<file path="src/rtl/arcade_ctrl_mapper.sv">
// Arcade control conditioner: maps user_io joystick words onto arcade core
// inputs with player swap/merge, rotation, SOCD cleaning, coin stretching,
// autofire and selectable output polarity. Two register stages.

// Per-player stage 2: rotation, SOCD, coin stretch, autofire, output register.
module arcade_ctrl_player #(
    parameter int               FIRES      = 6,
    parameter int               COIN_W     = 20,
    parameter logic [COIN_W-1:0] COIN_MIN  = 20'd250000,
    parameter int               AF_W       = 18,
    parameter logic [AF_W-1:0]  AF_HALF    = 18'd100000,
    parameter int               ACTIVE_LOW = 0
) (
    input  logic             clk_sys,
    input  logic             RESET,
    input  logic [3:0]       btn_dir,      // {up,down,left,right} from stage 1
    input  logic [FIRES-1:0] btn_fire,
    input  logic             btn_start,
    input  logic             btn_coin,
    input  logic             rotate,
    input  logic [1:0]       orientation,
    input  logic [FIRES-1:0] af_mask,
    output logic [3:0]       dir,
    output logic [FIRES-1:0] fire,
    output logic             start,
    output logic             coin
);

    localparam int   OW  = FIRES + 6;
    localparam logic POL = (ACTIVE_LOW != 0);

    // last-pressed direction per axis; LO is right/down, HI is left/up
    typedef enum logic [1:0] {LP_NONE, LP_LO, LP_HI} last_t;
    typedef enum logic [1:0] {C_IDLE, C_ACTIVE, C_WAIT} coin_t;

    logic [3:0]        rot_dir;
    logic [3:0]        flip_dir;
    logic [3:0]        dir_q;
    logic [3:0]        dir_rise;
    logic [3:0]        socd_dir;
    last_t             last_q [2];
    last_t             last_d [2];

    coin_t             coin_st, coin_nx;
    logic [COIN_W-1:0] coin_cnt, coin_cnt_nx;
    logic              coin_q;

    logic [FIRES-1:0]  fire_q;
    logic [AF_W-1:0]   af_cnt, af_cnt_nx;
    logic              af_ph, af_ph_nx;
    logic [FIRES-1:0]  fire_d;

    logic [OW-1:0]     out_d, out_q;

    // 90-degree remap when rotate is set, then optional 180-degree flip
    always_comb begin
        rot_dir = btn_dir;
        if (rotate) begin
            if (!orientation[0])
                rot_dir = {btn_dir[1], btn_dir[0], btn_dir[2], btn_dir[3]};
            else
                rot_dir = {btn_dir[0], btn_dir[1], btn_dir[3], btn_dir[2]};
        end
        flip_dir = rot_dir;
        if (orientation[1])
            flip_dir = {rot_dir[2], rot_dir[3], rot_dir[0], rot_dir[1]};
        dir_rise = flip_dir & ~dir_q;
    end

    // SOCD: newest press wins, simultaneous press cancels, loser returns a cycle after winner release
    always_comb begin
        socd_dir = '0;
        for (int a = 0; a < 2; a++) begin
            last_d[a] = last_q[a];
            if (dir_rise[2*a] && dir_rise[2*a+1])
                last_d[a] = LP_NONE;
            else if (dir_rise[2*a])
                last_d[a] = LP_LO;
            else if (dir_rise[2*a+1])
                last_d[a] = LP_HI;
            else if (last_q[a] == LP_LO && !flip_dir[2*a])
                last_d[a] = LP_NONE;
            else if (last_q[a] == LP_HI && !flip_dir[2*a+1])
                last_d[a] = LP_NONE;
            else if (last_q[a] == LP_NONE && flip_dir[2*a] && !flip_dir[2*a+1])
                last_d[a] = LP_LO;
            else if (last_q[a] == LP_NONE && flip_dir[2*a+1] && !flip_dir[2*a])
                last_d[a] = LP_HI;
            socd_dir[2*a]   = flip_dir[2*a]   && (last_d[a] == LP_LO);
            socd_dir[2*a+1] = flip_dir[2*a+1] && (last_d[a] == LP_HI);
        end
    end

    // coin FSM next state: one fixed-length pulse per press, no retrigger
    always_comb begin
        coin_nx     = coin_st;
        coin_cnt_nx = coin_cnt;
        case (coin_st)
            C_IDLE: begin
                if (btn_coin && !coin_q) begin
                    coin_nx     = C_ACTIVE;
                    coin_cnt_nx = COIN_MIN - 1'b1;
                end
            end
            C_ACTIVE: begin
                if (coin_cnt == '0)
                    coin_nx = C_WAIT;
                else
                    coin_cnt_nx = coin_cnt - 1'b1;
            end
            C_WAIT: begin
                if (!btn_coin)
                    coin_nx = C_IDLE;
            end
            default: coin_nx = C_IDLE;
        endcase
    end

    // autofire: restart on any new masked press so the first shot is immediate
    always_comb begin
        af_cnt_nx = af_cnt;
        af_ph_nx  = af_ph;
        if (|(btn_fire & ~fire_q & af_mask)) begin
            af_cnt_nx = '0;
            af_ph_nx  = 1'b1;
        end else if (|(btn_fire & af_mask)) begin
            if (af_cnt == AF_HALF - 1'b1) begin
                af_cnt_nx = '0;
                af_ph_nx  = ~af_ph;
            end else begin
                af_cnt_nx = af_cnt + 1'b1;
            end
        end else begin
            af_cnt_nx = '0;
            af_ph_nx  = 1'b1;
        end
        fire_d = btn_fire & ~(af_mask & {FIRES{~af_ph_nx}});
        out_d  = {socd_dir, fire_d, btn_start, coin_nx == C_ACTIVE};
    end

    // state registers for edge detection, SOCD, coin and autofire
    always_ff @(posedge clk_sys) begin
        if (RESET) begin
            dir_q    <= '0;
            coin_st  <= C_IDLE;
            coin_cnt <= '0;
            coin_q   <= 1'b0;
            fire_q   <= '0;
            af_cnt   <= '0;
            af_ph    <= 1'b0;
            for (int a = 0; a < 2; a++) last_q[a] <= LP_NONE;
        end else begin
            dir_q    <= flip_dir;
            coin_st  <= coin_nx;
            coin_cnt <= coin_cnt_nx;
            coin_q   <= btn_coin;
            fire_q   <= btn_fire;
            af_cnt   <= af_cnt_nx;
            af_ph    <= af_ph_nx;
            for (int a = 0; a < 2; a++) last_q[a] <= last_d[a];
        end
    end

    // output register; polarity applied only here
    always_ff @(posedge clk_sys) begin
        if (RESET) out_q <= {OW{POL}};
        else       out_q <= out_d ^ {OW{POL}};
    end

    assign dir   = out_q[OW-1 -: 4];
    assign fire  = out_q[2 +: FIRES];
    assign start = out_q[1];
    assign coin  = out_q[0];

endmodule

module arcade_ctrl_mapper #(
    parameter int               PLAYERS    = 2,
    parameter int               FIRES      = 6,
    parameter int               COIN_W     = 20,
    parameter logic [COIN_W-1:0] COIN_MIN  = 20'd250000,
    parameter int               AF_W       = 18,
    parameter logic [AF_W-1:0]  AF_HALF    = 18'd100000,
    parameter int               ACTIVE_LOW = 0
) (
    input  logic                     clk_sys,
    input  logic                     RESET,
    input  logic [PLAYERS*16-1:0]    joy_in,
    input  logic                     rotate,
    input  logic [1:0]               orientation,
    input  logic                     joyswap,
    input  logic                     oneplayer,
    input  logic [FIRES-1:0]         af_mask,
    output logic [PLAYERS*4-1:0]     dir_out,
    output logic [PLAYERS*FIRES-1:0] fire_out,
    output logic [PLAYERS-1:0]       start_out,
    output logic [PLAYERS-1:0]       coin_out
);

    // word bits that feed the conditioner; the rest are ignored
    localparam logic [15:0] USED = 16'h300F | (16'((1 << FIRES) - 1) << 4);

    logic [PLAYERS-1:0][15:0] joy_w;
    logic [PLAYERS-1:0][15:0] map_w;
    logic [PLAYERS-1:0][15:0] s1_q;
    logic [PLAYERS-1:0]       unused_s1;

    // split the flat bus into per-player words
    always_comb begin
        for (int p = 0; p < PLAYERS; p++) begin
            joy_w[p]     = joy_in[16*p +: 16];
            unused_s1[p] = ^(s1_q[p] & ~USED);
        end
    end

    generate
        if (PLAYERS > 1) begin : g_multi
            logic [PLAYERS-1:0][15:0] swp_w;
            // swap players 0/1 first, then fold player 1 into player 0
            always_comb begin
                swp_w = joy_w;
                if (joyswap) begin
                    swp_w[0] = joy_w[1];
                    swp_w[1] = joy_w[0];
                end
                map_w = swp_w;
                if (oneplayer) begin
                    map_w[0] = swp_w[0] | swp_w[1];
                    map_w[1] = '0;
                end
            end
        end else begin : g_single
            logic unused_ctrl;
            assign unused_ctrl = joyswap ^ oneplayer;
            assign map_w       = joy_w;
        end
    endgenerate

    // stage 1: register the swapped/merged player words
    always_ff @(posedge clk_sys) begin
        if (RESET) s1_q <= '0;
        else       s1_q <= map_w;
    end

    generate
        for (genvar p = 0; p < PLAYERS; p++) begin : g_player
            arcade_ctrl_player #(
                .FIRES      (FIRES),
                .COIN_W     (COIN_W),
                .COIN_MIN   (COIN_MIN),
                .AF_W       (AF_W),
                .AF_HALF    (AF_HALF),
                .ACTIVE_LOW (ACTIVE_LOW)
            ) u_player (
                .clk_sys     (clk_sys),
                .RESET       (RESET),
                .btn_dir     (s1_q[p][3:0]),
                .btn_fire    (s1_q[p][4 +: FIRES]),
                .btn_start   (s1_q[p][12]),
                .btn_coin    (s1_q[p][13]),
                .rotate      (rotate),
                .orientation (orientation),
                .af_mask     (af_mask),
                .dir         (dir_out[4*p +: 4]),
                .fire        (fire_out[FIRES*p +: FIRES]),
                .start       (start_out[p]),
                .coin        (coin_out[p])
            );
        end
    endgenerate

endmodule

</file>
<file path="config.mk">
export PLATFORM = sky130hd
export DESIGN_NAME = arcade_ctrl_mapper
export DESIGN_NICKNAME = d
export VERILOG_FILES = /design/src/rtl/arcade_ctrl_mapper.sv
export SDC_FILE = /design/constraint.sdc
export NUM_CORES = 1
export LEC_CHECK = 0
export BUFFER_PORTS_ARGS = -buffer_cell sky130_fd_sc_hd__buf_2
export CAP_MARGIN = 10
export CORE_MARGIN = 2
export CORE_UTILIZATION = 46
export DETAILED_ROUTE_END_ITERATION = 8
export PLACE_DENSITY_LB_ADDON = 0.1
export SYNTH_ARGS = -nofsm -noshare
export SYNTH_HDL_FRONTEND = slang
export SYNTH_SLANG_ARGS = --single-unit
export TNS_END_PERCENT = 1
</file>
<file path="constraint.sdc">
create_clock -name clk_sys -period 3.25 [get_ports clk_sys]
set_input_delay 0.975 -clock clk_sys [delete_from_list [all_inputs] [get_ports clk_sys]]
set_output_delay 0.975 -clock clk_sys [all_outputs]
set_load 0.05 [all_outputs]
</file>
==> results.rst <==
.. list-table::
   :header-rows: 1

   * - Metric
     - Value
   * - Reg2reg end
     - g_player[1].u_player.coin_cnt[16]
   * - Aggregate global-route resource usage
     - 20.5%
   * - Final instance area
     - 8680 µm²
   * - Power per cell area
     - 670 nW/µm²
   * - TritonCTS Buffers
     - 17
   * - Portion of the clock cycle consumed by the worst path in the final layout
     - 73.7%
   * - Worst voltage drop across the vdd grid
     - 426 µV
   * - Mean post-synth cell area
     - 8.93 µm²
   * - CP max FO
     - 29
   * - Nets in the synthesized netlist
     - 890
   * - Maximum number of pins on one net before global-route repair
     - 31
   * - RSZ-0062 raised after global routing
     - no
   * - TritonCTS clock tree
     - done
   * - Tightest Pin Transition
     - 0.802 ns
   * - Register bit count reported by yosys
     - 160
   * - Vertical die dimension
     - 132 µm
   * - Number of antenna violations at the first check in global routing
     - 0
   * - Fin util
     - 54.5%
   * - Number of nets at the end of the flow
     - 940
   * - Standard-cell rows
     - 46
   * - Cell count after placement
     - 1088
   * - Horiz. Die Dim
     - 132 µm
   * - Longest Clk Path Bufs
     - 2
   * - Cells resized by post-CTS repair
     - 0
   * - Headroom to the max-slew limit
     - 46.2%
   * - Setup crit start kind
     - input port
   * - Total count of max-transition violations in the final report
     - 0
   * - Class of the worst hold path
     - reg2reg
   * - Clock network latency to the later pin of the worst-skew pair
     - 0.42 ns
   * - Total grt overflow
     - 0
   * - Cell area after placement
     - 7990 µm²
   * - Effective utilization at floorplan
     - 47.1%
   * - Startpoint of the most critical setup path
     - rotate
   * - HPWL after DPL
     - 12.5 mm
   * - WL final
     - 17.4 mm
   * - Max-cap viol count
     - 0
   * - Global-route wire length before repair
     - 29.2 mm
   * - Setup slack on the worst flop-to-flop path
     - 1.11 ns
   * - Weighted congestion reported at the end of routability-driven placement
     - 0.893
   * - CTS clock-pin slew for the worst setup and hold paths
     - 0.06 ns
   * - DRC Markers
     - 0
   * - Peak Freq
     - 417 MHz
   * - Cells taking the most area after synthesis
     - dfxtp_1, nor2_1, xnor2_1
   * - Reg2reg path depth
     - 7
   * - Via count of the first global-routing pass
     - 5969
   * - Worst-path cell with the longest stage delay
     - a21oi_1
   * - Hold Path Origin
     - s1_q[28]
   * - Part of the Yosys area used for sequential elements
     - 42.6%
   * - Number of warning messages in the yosys log
     - 0
   * - Leakage component of the power
     - 3.28 nW
   * - Fraction of synthesis flops using an asynchronous set or reset pin
     - 0%
   * - Number of nets with antenna violations after routing
     - 0
   * - Max H-tree Level
     - 4
   * - Setup Total Neg Slack
     - 0 ns
   * - Die ar.
     - 17400 µm²
   * - Crit. End Element
     - register
   * - Critical path required time
     - 3.55 ns
   * - Yosys top cell area share
     - 42.6%
   * - Reg-to-reg startpoint
     - g_player[1].u_player.coin_cnt[0]
   * - Number of standard cells in the final layout excluding fillers
     - 1120
   * - Series of cell instances along the critical path
     - buf_2 > nor2_1 > a21oi_1 > a32oi_1 > a2111oi_0
   * - Placeable Area
     - 15900 µm²
   * - Number of buffers inserted to repair setup after CTS
     - 0
   * - Via density per instance
     - 5.64
   * - Number of different library cells in the post-synthesis netlist
     - 77
   * - Arrival time worst endpoint
     - 2.70 ns
   * - Synthesized cell area
     - 7510 µm²
   * - Number of ports placed on the die boundary
     - 69
   * - Run status
     - finished clean
   * - Number of instances in the synthesized netlist
     - 841
   * - Slowest cell delay on critical path
     - 0.53 ns
   * - Class of the most critical setup path
     - in2reg
   * - Count of antenna diodes in the layout
     - 0
   * - Number of enable flip-flop cells after synthesis
     - 0
   * - Area growth, synth to finish
     - 15.6%
   * - Number of sinks driven by the clock tree
     - 160
   * - Root Driver
     - clkbuf_16
   * - 1st-iter DRT viols
     - 413
   * - Post-layout minimum cycle time
     - 2.40 ns
   * - Leading area contributor after synthesis
     - dfxtp_1
   * - Share of layout cells above drive strength 1
     - 15.4%
   * - Final setup viols
     - 0
   * - Router iterations before antenna repair
     - 5
   * - Final Hold Violating Endpoints
     - 0
   * - Mean routed wirelength per cell
     - 15.5 µm
   * - PortBufs
     - 60
   * - Critical path endpoint
     - g_player[0].u_player.out_q[11]
   * - Dominant register cell in the synthesized netlist
     - dfxtp_1
   * - Post-Route Skew
     - 0.00658 ns
   * - Vias post-DR
     - 6312
   * - Hold buffer count at CTS
     - 0
==> worst max-delay path, delay by kind of cell <==
kind	cells	cell delay (ns)
buf+inv	1	0.42
compound gates	3	1.18
simple gates	1	0.13
==> final cells by class <==
cell class	count	area, µm²
clock buffer	23	488
clock inverter	9	201
fill	1464	7260
inverter	23	86.3
multi-input combinational	622	4070
sequential	160	3200
tap	216	270
timing repair buffer	67	365
==> synth_stat cells, types with 5 or more instances <==
cell type,n
a21oi_1,47
nor2_1,114
nor4_1,10
and3_1,8
mux2i_1,21
dfxtp_1,160
nand4_1,10
o21ai_0,13
and2_1,16
a211oi_1,18
a21o_1,8
and4_1,6
clkbuf_1,24
nand2_1,44
nor3_1,37
nand3b_1,6
o211ai_1,7
buf_1,5
nor3b_1,6
nand2b_1,9
xor2_1,19
a31oi_1,8
o2111ai_1,5
o221a_2,5
nand3_1,28
inv_1,22
a2111oi_0,6
nor2b_1,22
xnor2_1,35
or3_1,9
a21boi_0,12
mux2_2,11
==> worst min path at each step <==
stage,cells past startpoint,to,slack (ns)
finish,1,g_player[1].u_player.out_q[1],0.46
global route,1,g_player[1].u_player.out_q[1],0.48
CTS,1,g_player[0].u_player.af_cnt[0],0.47
detailed placement,1,g_player[0].u_player.af_cnt[0],0.45
global placement,1,g_player[1].u_player.af_cnt[0],0.44
floorplan,1,g_player[0].u_player.out_q[1],0.41
==> metal layers <==
| layer | up-vias | wire length (µm) | global-route usage, % |
|---|---|---|---|
| li1 | 3161 | - | - |
| met1 | 2958 | 8290 | 27.1 |
| met2 | 166 | 8110 | 32.7 |
| met3 | 27 | 742 | 4.81 |
| met4 | 0 | 227 | 7.49 |
| met5 | - | 0 | 0 |
==> where the power goes <==
group	leakage [nW]	switching (mW)	internal (mW)
sequential	1.31	0.150	2.12
clock	0.334	0.778	1.52
combinational	1.63	0.766	0.482
==> cell usage in the layout, fill, tap and decap left out, drive strengths merged, types with 6 or more instances in the layout <==
| master | netlist | layout |
|---|---|---|
| nand3 | 28 | 28 |
| and4 | 6 | 6 |
| nand2 | 44 | 44 |
| nor2 | 115 | 115 |
| dfxtp | 160 | 160 |
| and2 | 16 | 16 |
| inv | 23 | 23 |
| xnor2 | 35 | 35 |
| nor3b | 6 | 6 |
| mux2 | 11 | 11 |
| a211oi | 19 | 19 |
| xor2 | 19 | 19 |
| a21boi | 12 | 12 |
| nand2b | 9 | 9 |
| or4 | 8 | 8 |
| o21ai | 13 | 13 |
| o211ai | 7 | 7 |
| nand3b | 6 | 6 |
| clkbuf | 24 | 23 |
| and3 | 8 | 8 |
| nor3 | 40 | 40 |
| or3 | 10 | 10 |
| a31oi | 8 | 8 |
| a21o | 8 | 8 |
| nor4 | 11 | 11 |
| nand4 | 10 | 10 |
| bufinv | 0 | 6 |
| nor2b | 22 | 22 |
| buf | 12 | 67 |
| mux2i | 21 | 21 |
| a2111oi | 8 | 8 |
| a21oi | 47 | 47 |
==> flip-flops by register name, indices dropped and copies added, names as in the netlist <==
signal	flops
g_player.u_player.coin_cnt	40
g_player.u_player.af_cnt	36
g_player.u_player.out_q	24
s1_q	24
g_player.u_player.fire_q	12
g_player.u_player.dir_q	8
g_player.u_player.last_q	8
g_player.u_player.coin_st	4
g_player.u_player.af_ph	2
g_player.u_player.coin_q	2
==> through the flow <==
step / hold WS (ns) / total power, mW / setup WS, ns
after floorplan: 0.414 / 3.26 / 0.544
after global placement: 0.439 / 3.51 / 0.545
after detailed placement: 0.453 / 3.54 / 0.419
after CTS: 0.468 / 5.85 / 0.892
after global routing: 0.478 / 6.12 / 0.705
final: 0.464 / 5.82 / 0.854
==> logic make-up after synthesis <==
logic type,share of synthesized area (%)
and+or+nand+nor,24.6
AOI/OAI and AO/OA,17.6
DFF,42.6
buffers and inverters,3.20
xor gates and xnor gates,6.30
muxes,5.05
adders and majority gates,0.666
Power figures use the tool's default switching activity.
